**src/rtl/alu_cinate_pkg.sv**
```systemverilog
// Shared types and widths for the alu_cinate ALU.
package alu_cinate_pkg;

    localparam int DATA_W  = 32;
    localparam int SHAMT_W = 5;

    typedef enum logic [3:0] {
        OP_ADD  = 4'b0000,
        OP_SUB  = 4'b1000,
        OP_SLL  = 4'b0001,
        OP_SLT  = 4'b0010,
        OP_SLTU = 4'b0011,
        OP_XOR  = 4'b0100,
        OP_SRL  = 4'b0101,
        OP_SRA  = 4'b1101,
        OP_OR   = 4'b0110,
        OP_AND  = 4'b0111
    } alu_op_e;

    typedef enum logic [1:0] {
        SH_SLL = 2'b00,
        SH_SRL = 2'b01,
        SH_SRA = 2'b11
    } shift_e;

endpackage

```
**src/rtl/alu_cinate_shifter.sv**
```systemverilog
// Barrel shifter for SLL / SRL / SRA; only the low SHAMT_W bits of the amount are used.
module alu_cinate_shifter
    import alu_cinate_pkg::*;
(
    input  logic [DATA_W-1:0]  operand,
    input  logic [SHAMT_W-1:0] shamt,
    input  shift_e             kind,
    output logic [DATA_W-1:0]  result
);

    always_comb begin
        result = operand << shamt;
        case (kind)
            SH_SRL:  result = operand >> shamt;
            SH_SRA:  result = $unsigned($signed(operand) >>> shamt);
            default: ;
        endcase
    end

endmodule

```
**src/rtl/alu_cinate.sv**
```systemverilog
// 32-bit ALU with combinational result and a valid-qualified output register.
// Optional Carry/Overflow/Negative flag outputs when ALU_CINATE_FLAGS_EN is defined.
module alu_cinate
    import alu_cinate_pkg::*;
(
    input  logic              clk,
    input  logic              reset,
    input  logic [DATA_W-1:0] SrcA,
    input  logic [DATA_W-1:0] SrcB,
    input  logic [3:0]        ALUControl,
    input  logic              InValid,
    output logic [DATA_W-1:0] ALUResult,
    output logic              Zero,
    output logic [DATA_W-1:0] ResultQ,
    output logic              ZeroQ,
`ifdef ALU_CINATE_FLAGS_EN
    output logic              ValidQ,
    output logic              Carry,
    output logic              Overflow,
    output logic              Negative
`else
    output logic              ValidQ
`endif
);

    alu_op_e           op;
    logic              use_sub;
    logic [DATA_W-1:0] b_eff;
    logic [DATA_W-1:0] sum;
    logic              cout;
    logic              ovf;
    logic              lt_s;
    logic              lt_u;
    logic [DATA_W-1:0] sh_res;
    shift_e            sh_kind;

    assign op = alu_op_e'(ALUControl);

    // Comparisons reuse the subtractor: A + ~B + 1.
    assign use_sub = (op == OP_SUB) || (op == OP_SLT) || (op == OP_SLTU);
    assign b_eff   = use_sub ? ~SrcB : SrcB;
    assign {cout, sum} = {1'b0, SrcA} + {1'b0, b_eff} + {{DATA_W{1'b0}}, use_sub};
    assign ovf  = (SrcA[DATA_W-1] == b_eff[DATA_W-1]) && (sum[DATA_W-1] != SrcA[DATA_W-1]);
    assign lt_s = sum[DATA_W-1] ^ ovf;
    assign lt_u = ~cout;

    // Opcode bits {3,2} already encode the shift type for SLL/SRL/SRA.
    assign sh_kind = shift_e'(ALUControl[3:2]);

    alu_cinate_shifter u_shifter (
        .operand (SrcA),
        .shamt   (SrcB[SHAMT_W-1:0]),
        .kind    (sh_kind),
        .result  (sh_res)
    );

    always_comb begin
        ALUResult = '0;
        case (op)
            OP_ADD, OP_SUB:         ALUResult = sum;
            OP_SLL, OP_SRL, OP_SRA: ALUResult = sh_res;
            OP_SLT:                 ALUResult = {{(DATA_W-1){1'b0}}, lt_s};
            OP_SLTU:                ALUResult = {{(DATA_W-1){1'b0}}, lt_u};
            OP_XOR:                 ALUResult = SrcA ^ SrcB;
            OP_OR:                  ALUResult = SrcA | SrcB;
            OP_AND:                 ALUResult = SrcA & SrcB;
            default:                ALUResult = '0;
        endcase
    end

    assign Zero = (ALUResult == '0);

`ifdef ALU_CINATE_FLAGS_EN
    logic arith;
    assign arith    = (op == OP_ADD) || (op == OP_SUB);
    assign Carry    = arith & cout;
    assign Overflow = arith & ovf;
    assign Negative = ALUResult[DATA_W-1];
`endif

    always_ff @(posedge clk) begin
        if (reset) begin
            ResultQ <= '0;
            ZeroQ   <= 1'b0;
            ValidQ  <= 1'b0;
        end else begin
            ValidQ <= InValid;
            if (InValid) begin
                ResultQ <= ALUResult;
                ZeroQ   <= Zero;
            end
        end
    end

endmodule

```
**config.mk**
```make
export PLATFORM = sky130hd
export DESIGN_NAME = alu_cinate
export DESIGN_NICKNAME = d
export VERILOG_FILES = /design/src/rtl/alu_cinate_pkg.sv /design/src/rtl/alu_cinate_shifter.sv /design/src/rtl/alu_cinate.sv
export SDC_FILE = /design/constraint.sdc
export NUM_CORES = 1
export LEC_CHECK = 0
export CAP_MARGIN = 20
export CORE_ASPECT_RATIO = 0.5
export CORE_MARGIN = 8
export CORE_UTILIZATION = 23
export CTS_CLUSTER_SIZE = 25
export DETAILED_ROUTE_END_ITERATION = 16
export DONT_BUFFER_PORTS = 1
export PLACE_DENSITY = 0.42
export SYNTH_ARGS = -nofsm -noshare
export SYNTH_HDL_FRONTEND = slang
export SYNTH_HIERARCHICAL = 1
export SYNTH_SLANG_ARGS = --single-unit
```
**constraint.sdc**
```tcl
create_clock -name clk -period 13.4 [get_ports clk]
set_input_delay 2.68 -clock clk [delete_from_list [all_inputs] [get_ports clk]]
set_output_delay 2.68 -clock clk [all_outputs]
set_load 0.01 [all_outputs]
```
Word level (Yosys, flattened, before mapping)
Cells that the tools add are included.
{"block": "word_totals", "reg_bits": 34, "elab_cells": 37, "out_inout_bits": 67, "inputBits": 71, "n_memories": 0, "ram_bits": 0, "latchBits": 0, "romBits": 0}
{"block": "classes", "magnitude_cmp": 0, "multipliers": 0, "n_bitwise": 6, "n_mux": 3, "reduce_logical": 7, "add_sub_neg": 2, "n_div": 0, "eq_ne": 13, "shift": 3}
{"operator": "$pmux W32 S7", "count": 1}
{"operator": "$pmux W32 S2", "count": 1}
{"operator": "$add A32 B32 Y33", "count": 1}
{"operator": "$add A33 B1 Y33", "count": 1}
{"operator": "$and A32 B32 Y32", "count": 1}
{"operator": "$logic_not A32 Y1", "count": 1}
{"operator": "$mux W32", "count": 1}
{"operator": "$not A32 Y32", "count": 1}
{"operator": "$or A32 B32 Y32", "count": 1}
{"operator": "$shl A32 B5 Y32", "count": 1}
{"operator": "$shr A32 B5 Y32", "count": 1}
{"operator": "$sshr A32 B5 Y32", "count": 1}
{"operator": "$xor A32 B32 Y32", "count": 1}
{"operator": "$eq A4 B3 Y1 const B", "count": 4}
{"operator": "$eq A4 B2 Y1 const B", "count": 2}
{"operator": "$eq A4 B4 Y1 const B", "count": 2}
{"operator": "$eq A4 B1 Y1 const B", "count": 1}
{"operator": "$logic_not A4 Y1", "count": 1}
{"operator": "$reduce_or A3 Y1", "count": 1}
{"operator": "$eq A2 B1 Y1 const B", "count": 1}
{"operator": "$eq A2 B2 Y1 const B", "count": 1}
{"operator": "$logic_or A1 B1 Y1", "count": 2}
{"operator": "$reduce_or A2 Y1", "count": 1}
{"operator": "$eq A1 B1 Y1", "count": 1}
{"operator": "other kinds (4)", "count": 4}

Depth between registers and ports, before layout
{"block": "depth", "depth_word": 11, "mapped_depth": 19, "depth_no_buf": 16}

Cells and area by module
Netlist, hierarchy kept.
{"mod": "alu_cinate", "instances": 1, "area_each_um2": 5895.7, "seq_area_each_um2": 680.7, "cells_per_inst": 839}
{"mod": "alu_cinate_shifter", "instances": 1, "area_each_um2": 4155.2, "seq_area_each_um2": 0.0, "cells_per_inst": 486}

Least setup slack after synthesis
No wires, ideal clock.
{"block": "synth_path", "path_kind": "input to output", "from": "input ALUControl[1]", "to": "output Zero", "path_slack_ns": 3.854, "t_required_ns": 10.720, "arrival_ns": 6.866, "cell_stages": 18, "path_buffers": 4, "cell_sequence": "buf_2 -> nor2_4 -> clkbuf_1 -> a21oi_1 -> nor2_1 -> buf_1 -> xnor2_1 -> ha_1 -> buf_6 -> nand2_1 -> or4_1 -> a211oi_2 -> nor2_2 -> o21ai_4 -> nor2_2 -> a2111o_1 -> or4_4 -> nor2_1"}
{"block": "synth_via", "elab_chain_len": 11, "word_cells_on_any_way": 24, "classes_between": "add/sub: 2; eq/ne: 11; mux: 2; bitwise: 2; reduce/logical: 7"}
{"element": "start: declaration", "line_no": "alu_cinate.sv:10", "source": "input logic [3:0] ALUControl,"}
{"element": "$eq A4 B4 Y1 or $eq A4 B2 Y1 (tied branches)", "line_no": "alu_cinate.sv:40, alu_cinate.sv:59"}
{"element": "$logic_or A1 B1 Y1 (2 in a row)", "line_no": "alu_cinate.sv:40", "source": "assign use_sub = (op == OP_SUB) || (op == OP_SLT) || (op == OP_SLTU);"}
{"element": "$mux W32", "line_no": "alu_cinate.sv:41", "source": "assign b_eff = use_sub ? ~SrcB : SrcB;"}
{"element": "$add A32 B32 Y33", "line_no": "alu_cinate.sv:42", "source": "assign {cout, sum} = {1'b0, SrcA} + {1'b0, b_eff} + {{DATA_W{1'b0}}, use_sub};"}
{"element": "$add A33 B1 Y33", "line_no": "alu_cinate.sv:42"}
{"element": "$ne A1 B1 Y1", "line_no": "alu_cinate.sv:43", "source": "assign ovf = (SrcA[DATA_W-1] == b_eff[DATA_W-1]) && (sum[DATA_W-1] != SrcA[DATA_W-1]);"}
{"element": "$logic_and A1 B1 Y1", "line_no": "alu_cinate.sv:43"}
{"element": "$xor A1 B1 Y1", "line_no": "alu_cinate.sv:44", "source": "assign lt_s = sum[DATA_W-1] ^ ovf;"}
{"element": "$pmux W32 S7 *", "line_no": "alu_cinate.sv:59", "source": "case (op)"}
{"element": "named net ALUResult[0]", "line_no": "alu_cinate.sv:12", "source": "output logic [DATA_W-1:0] ALUResult,"}
{"element": "$logic_not A32 Y1 *", "line_no": "alu_cinate.sv:71", "source": "assign Zero = (ALUResult == '0);"}
{"element": "end: declaration", "line_no": "alu_cinate.sv:13", "source": "output logic Zero,"}
Mark *: on every way through the listed nets, which the timed path passes. The rest lies on a longest branch.

Final worst setup path
{"block": "layout_path", "from": "input ALUControl[0]", "to": "output Zero"}
{"block": "layout_via", "elab_chain_len": 11, "word_cells_on_any_way": 24, "classes_between": "add/sub: 2; eq/ne: 11; mux: 2; bitwise: 2; reduce/logical: 7"}
{"element": "$eq A4 B4 Y1 or $eq A4 B2 Y1 (tied branches)", "line_no": "alu_cinate.sv:40, alu_cinate.sv:59"}
{"element": "$logic_or A1 B1 Y1 (2 in a row)", "line_no": "alu_cinate.sv:40"}
{"element": "$mux W32", "line_no": "alu_cinate.sv:41"}
{"element": "$add A32 B32 Y33", "line_no": "alu_cinate.sv:42"}
{"element": "$add A33 B1 Y33", "line_no": "alu_cinate.sv:42"}
{"element": "$ne A1 B1 Y1", "line_no": "alu_cinate.sv:43"}
{"element": "$logic_and A1 B1 Y1", "line_no": "alu_cinate.sv:43"}
{"element": "$xor A1 B1 Y1", "line_no": "alu_cinate.sv:44"}
{"element": "$pmux W32 S7 *", "line_no": "alu_cinate.sv:59"}
{"element": "$logic_not A32 Y1 *", "line_no": "alu_cinate.sv:71"}
Mark *: on every way between the ends. The rest lies on a longest branch, timed or not.

==> flow_metrics.env <==
export IMPL_status="finished clean"
export IMPL_synth_seq_cells=34
export IMPL_yosys_top_cells_count="nor2_1, nand2_1, ha_1, inv_1, a21oi_1"
export IMPL_yosysTopAreaCell="mux4_2"
export IMPL_antenna_left=0
export IMPL_die_area_sq_um=51100
export IMPL_clkTransAtPathRegs_ns=0.06
export IMPL_insertion_delay_ns=0.28
export IMPL_postCtsSetupRepairBufs=0
export IMPL_clock_sinks=34
export IMPL_ir_drop_mv=0.0409
export IMPL_yosysMostFrequentCell="nor2_1"
export IMPL_fillers=4886
export IMPL_rsz0062_at_grt="no"
export IMPL_avgSynthCellArea_sq_um=7.59
export IMPL_io_pins=138
export IMPL_syn_area_sq_um=10100
export IMPL_start_util=0.232
export IMPL_placed_area_sq_um=10300
export IMPL_layout_drive_gt1_share=0.111
export IMPL_wire_per_inst_um=25.1
export IMPL_post_dp_hpwl_um=35000
export IMPL_fin_skew_ns=0
export IMPL_diodes=0
export IMPL_ys_types=89
export IMPL_track_usage=0.167
export IMPL_utilization=0.242
export IMPL_cts_tree="yes"
export IMPL_path_max_fanout=49
export IMPL_synth_top_area_frac=0.152
export IMPL_routed_wirelength_um=45600
export IMPL_hold_viol=0
export IMPL_synth_ff_type="dfxtp_1"
export IMPL_finish_instance_area_sq_um=10500
export IMPL_die_y_um=164
export IMPL_core_sq_um=43400
export IMPL_grt_pass1_vias=9662
export IMPL_final_nets=1393
export IMPL_grt_antenna_before_repair=0
export IMPL_io_buffers=0
export IMPL_slew_headroom=0.346
export IMPL_first_iter_violations=1182
export IMPL_finalMaxSlewViolations=0
export IMPL_die_x_um=312
export IMPL_path_buf_inv=1
export IMPL_fmax_mhz=93.8
export IMPL_grt_pass1_wl_um=67200
export IMPL_worstHoldPathType="reg2reg"
export IMPL_setup_viol=0
export IMPL_vias_per_cell=5.69
export IMPL_drc=0
export IMPL_rows=54
export IMPL_leakage_nw=4.15
export IMPL_arrival_ns=7.98
export IMPL_cts_buffers=5
export IMPL_synth_seq_area_share=0.0677
export IMPL_cts_resized_gates=0
export IMPL_syn2layout_area_growth_pct=4.28
export IMPL_start_kind="primary input"
export IMPL_cts_root_buf="clkbuf_16"
export IMPL_yosysWarnings=6
export IMPL_overflow=0
export IMPL_path_cells="nor2_4, a21oi_1, nor2_4, buf_4, xnor2_1, ha_1, a211oi_1, o21ai_0, a21oi_1, nand2_1, xor2_1, a222oi_1, nand4_1, nor4_1, nand4_1, nor2_1"
export IMPL_post_route_min_period_ns=10.66
export IMPL_crit_type="in2out"
export IMPL_htree_levels=2
export IMPL_num_vias=10300
export IMPL_synthArstFlopShare=0
export IMPL_grt_max_degree=99
export IMPL_synth_edf_count=0
export IMPL_cpPeakStageDelay_ns=0.83
export IMPL_first_pass_iters=8
export IMPL_p_per_area_nw_per_um2=64.7
export IMPL_finalSetupTns_ns=0
export IMPL_cts_buffer_depth=2
export IMPL_post_route_period_util=0.795
export IMPL_slowest_stage="a222oi_1"
export IMPL_required_ns=10.72
export IMPL_cts_hold_fix_buffers=0
export IMPL_tightestPinTransition_ns=0.982
export IMPL_postSynthCellCount=1325
export IMPL_cp_top_family="simple AND/OR/NAND/NOR gates"
export IMPL_end_kind="output pin"
export IMPL_synth_fp_nets=1492
export IMPL_place_gp_congestion=0.960
export IMPL_drv_cap=0
export IMPL_synth_area_top_cells="mux4_2, ha_1, dfxtp_1"
==> metrics by stage <==
stage               setup WS, ns  std cells  hold slack [ns]  power, mW
global route                2.42       1815            0.550      0.719
finish                      2.74       1815            0.521      0.678
floorplan                   3.85       1325            0.490      0.457
CTS                         2.81       1815            0.520      0.676
detailed placement          2.82       1807            0.511      0.538
global placement            2.67       1806            0.515      0.542
==> worst register-to-register path, delay by kind of cell, from the launching register on <==
kind / cells / cell delay, ns
flip-flops: 1 / 0.43
AO/OA/AOI/OAI: 1 / 0.20
AND/OR/NAND/NOR: 1 / 0.06
==> routing by layer <==
layer	routed length [um]	up-vias	global-route usage
met4	734	0	0.0322
li1	-	4738	-
met1	20800	5181	0.231
met3	2720	33	0.0196
met5	0	-	0
met2	21300	379	0.280
==> logic make-up (layout without fill, tap and decap cells) <==
logic type      Yosys count  in the layout  share of synthesized area
simple gates            405            405                      0.186
compound gates          391            391                      0.267
buf+inv                 215            117                     0.0936
mux                     136            136                      0.224
fa+ha+maj                96             96                      0.120
xor+xnor                 48             48                     0.0418
flops                    34             34                     0.0677
==> report_power, final <==
part,leakage (nW),internal [mW],switching (mW)
clock network,0.0760,0.0877,0.0466
registers,0.281,0.109,0.00974
logic,3.79,0.171,0.255
==> final cells by class <==
cell class	instances	area (sq um)	area share
clock buffers	5	125	0.0119
well taps	588	736	0.0702
inverters	97	364	0.0347
repair buffers	12	87.6	0.00836
multi-input cells	1076	8440	0.806
flip-flops and latches	34	681	0.0649
clock inverters	3	45.0	0.00430
==> path summary, 6_finish.rpt <==
kind         cells past startpoint  slack (ns)     endpoint     startpoint
min                              2        0.52  ResultQ[21]    ResultQ[21]
max                             16        2.74         Zero  ALUControl[0]
max reg2reg                      2       12.62  ResultQ[14]    ResultQ[14]
min reg2reg                      2        0.52  ResultQ[21]    ResultQ[21]
==> cells in the final DEF (no fill, tap or decap), drive strengths merged, types with 11 or more instances in the layout <==
cell type	n
nor2	163
nand2	104
inv	96
ha	95
a21oi	94
o21ai	76
mux4	68
mux2i	40
xnor2	39
nor3	38
dfxtp	34
a22oi	32
mux2	28
a211oi	24
nand4	19
nand3	15
a21o	14
o211ai	14
o221ai	14
buf	12
a31oi	11
==> state kept, by name (all words and copies together), names as in the netlist <==
register / count
ValidQ: 1
ZeroQ: 1
ResultQ: 32
(Power assumes the default switching activity.)
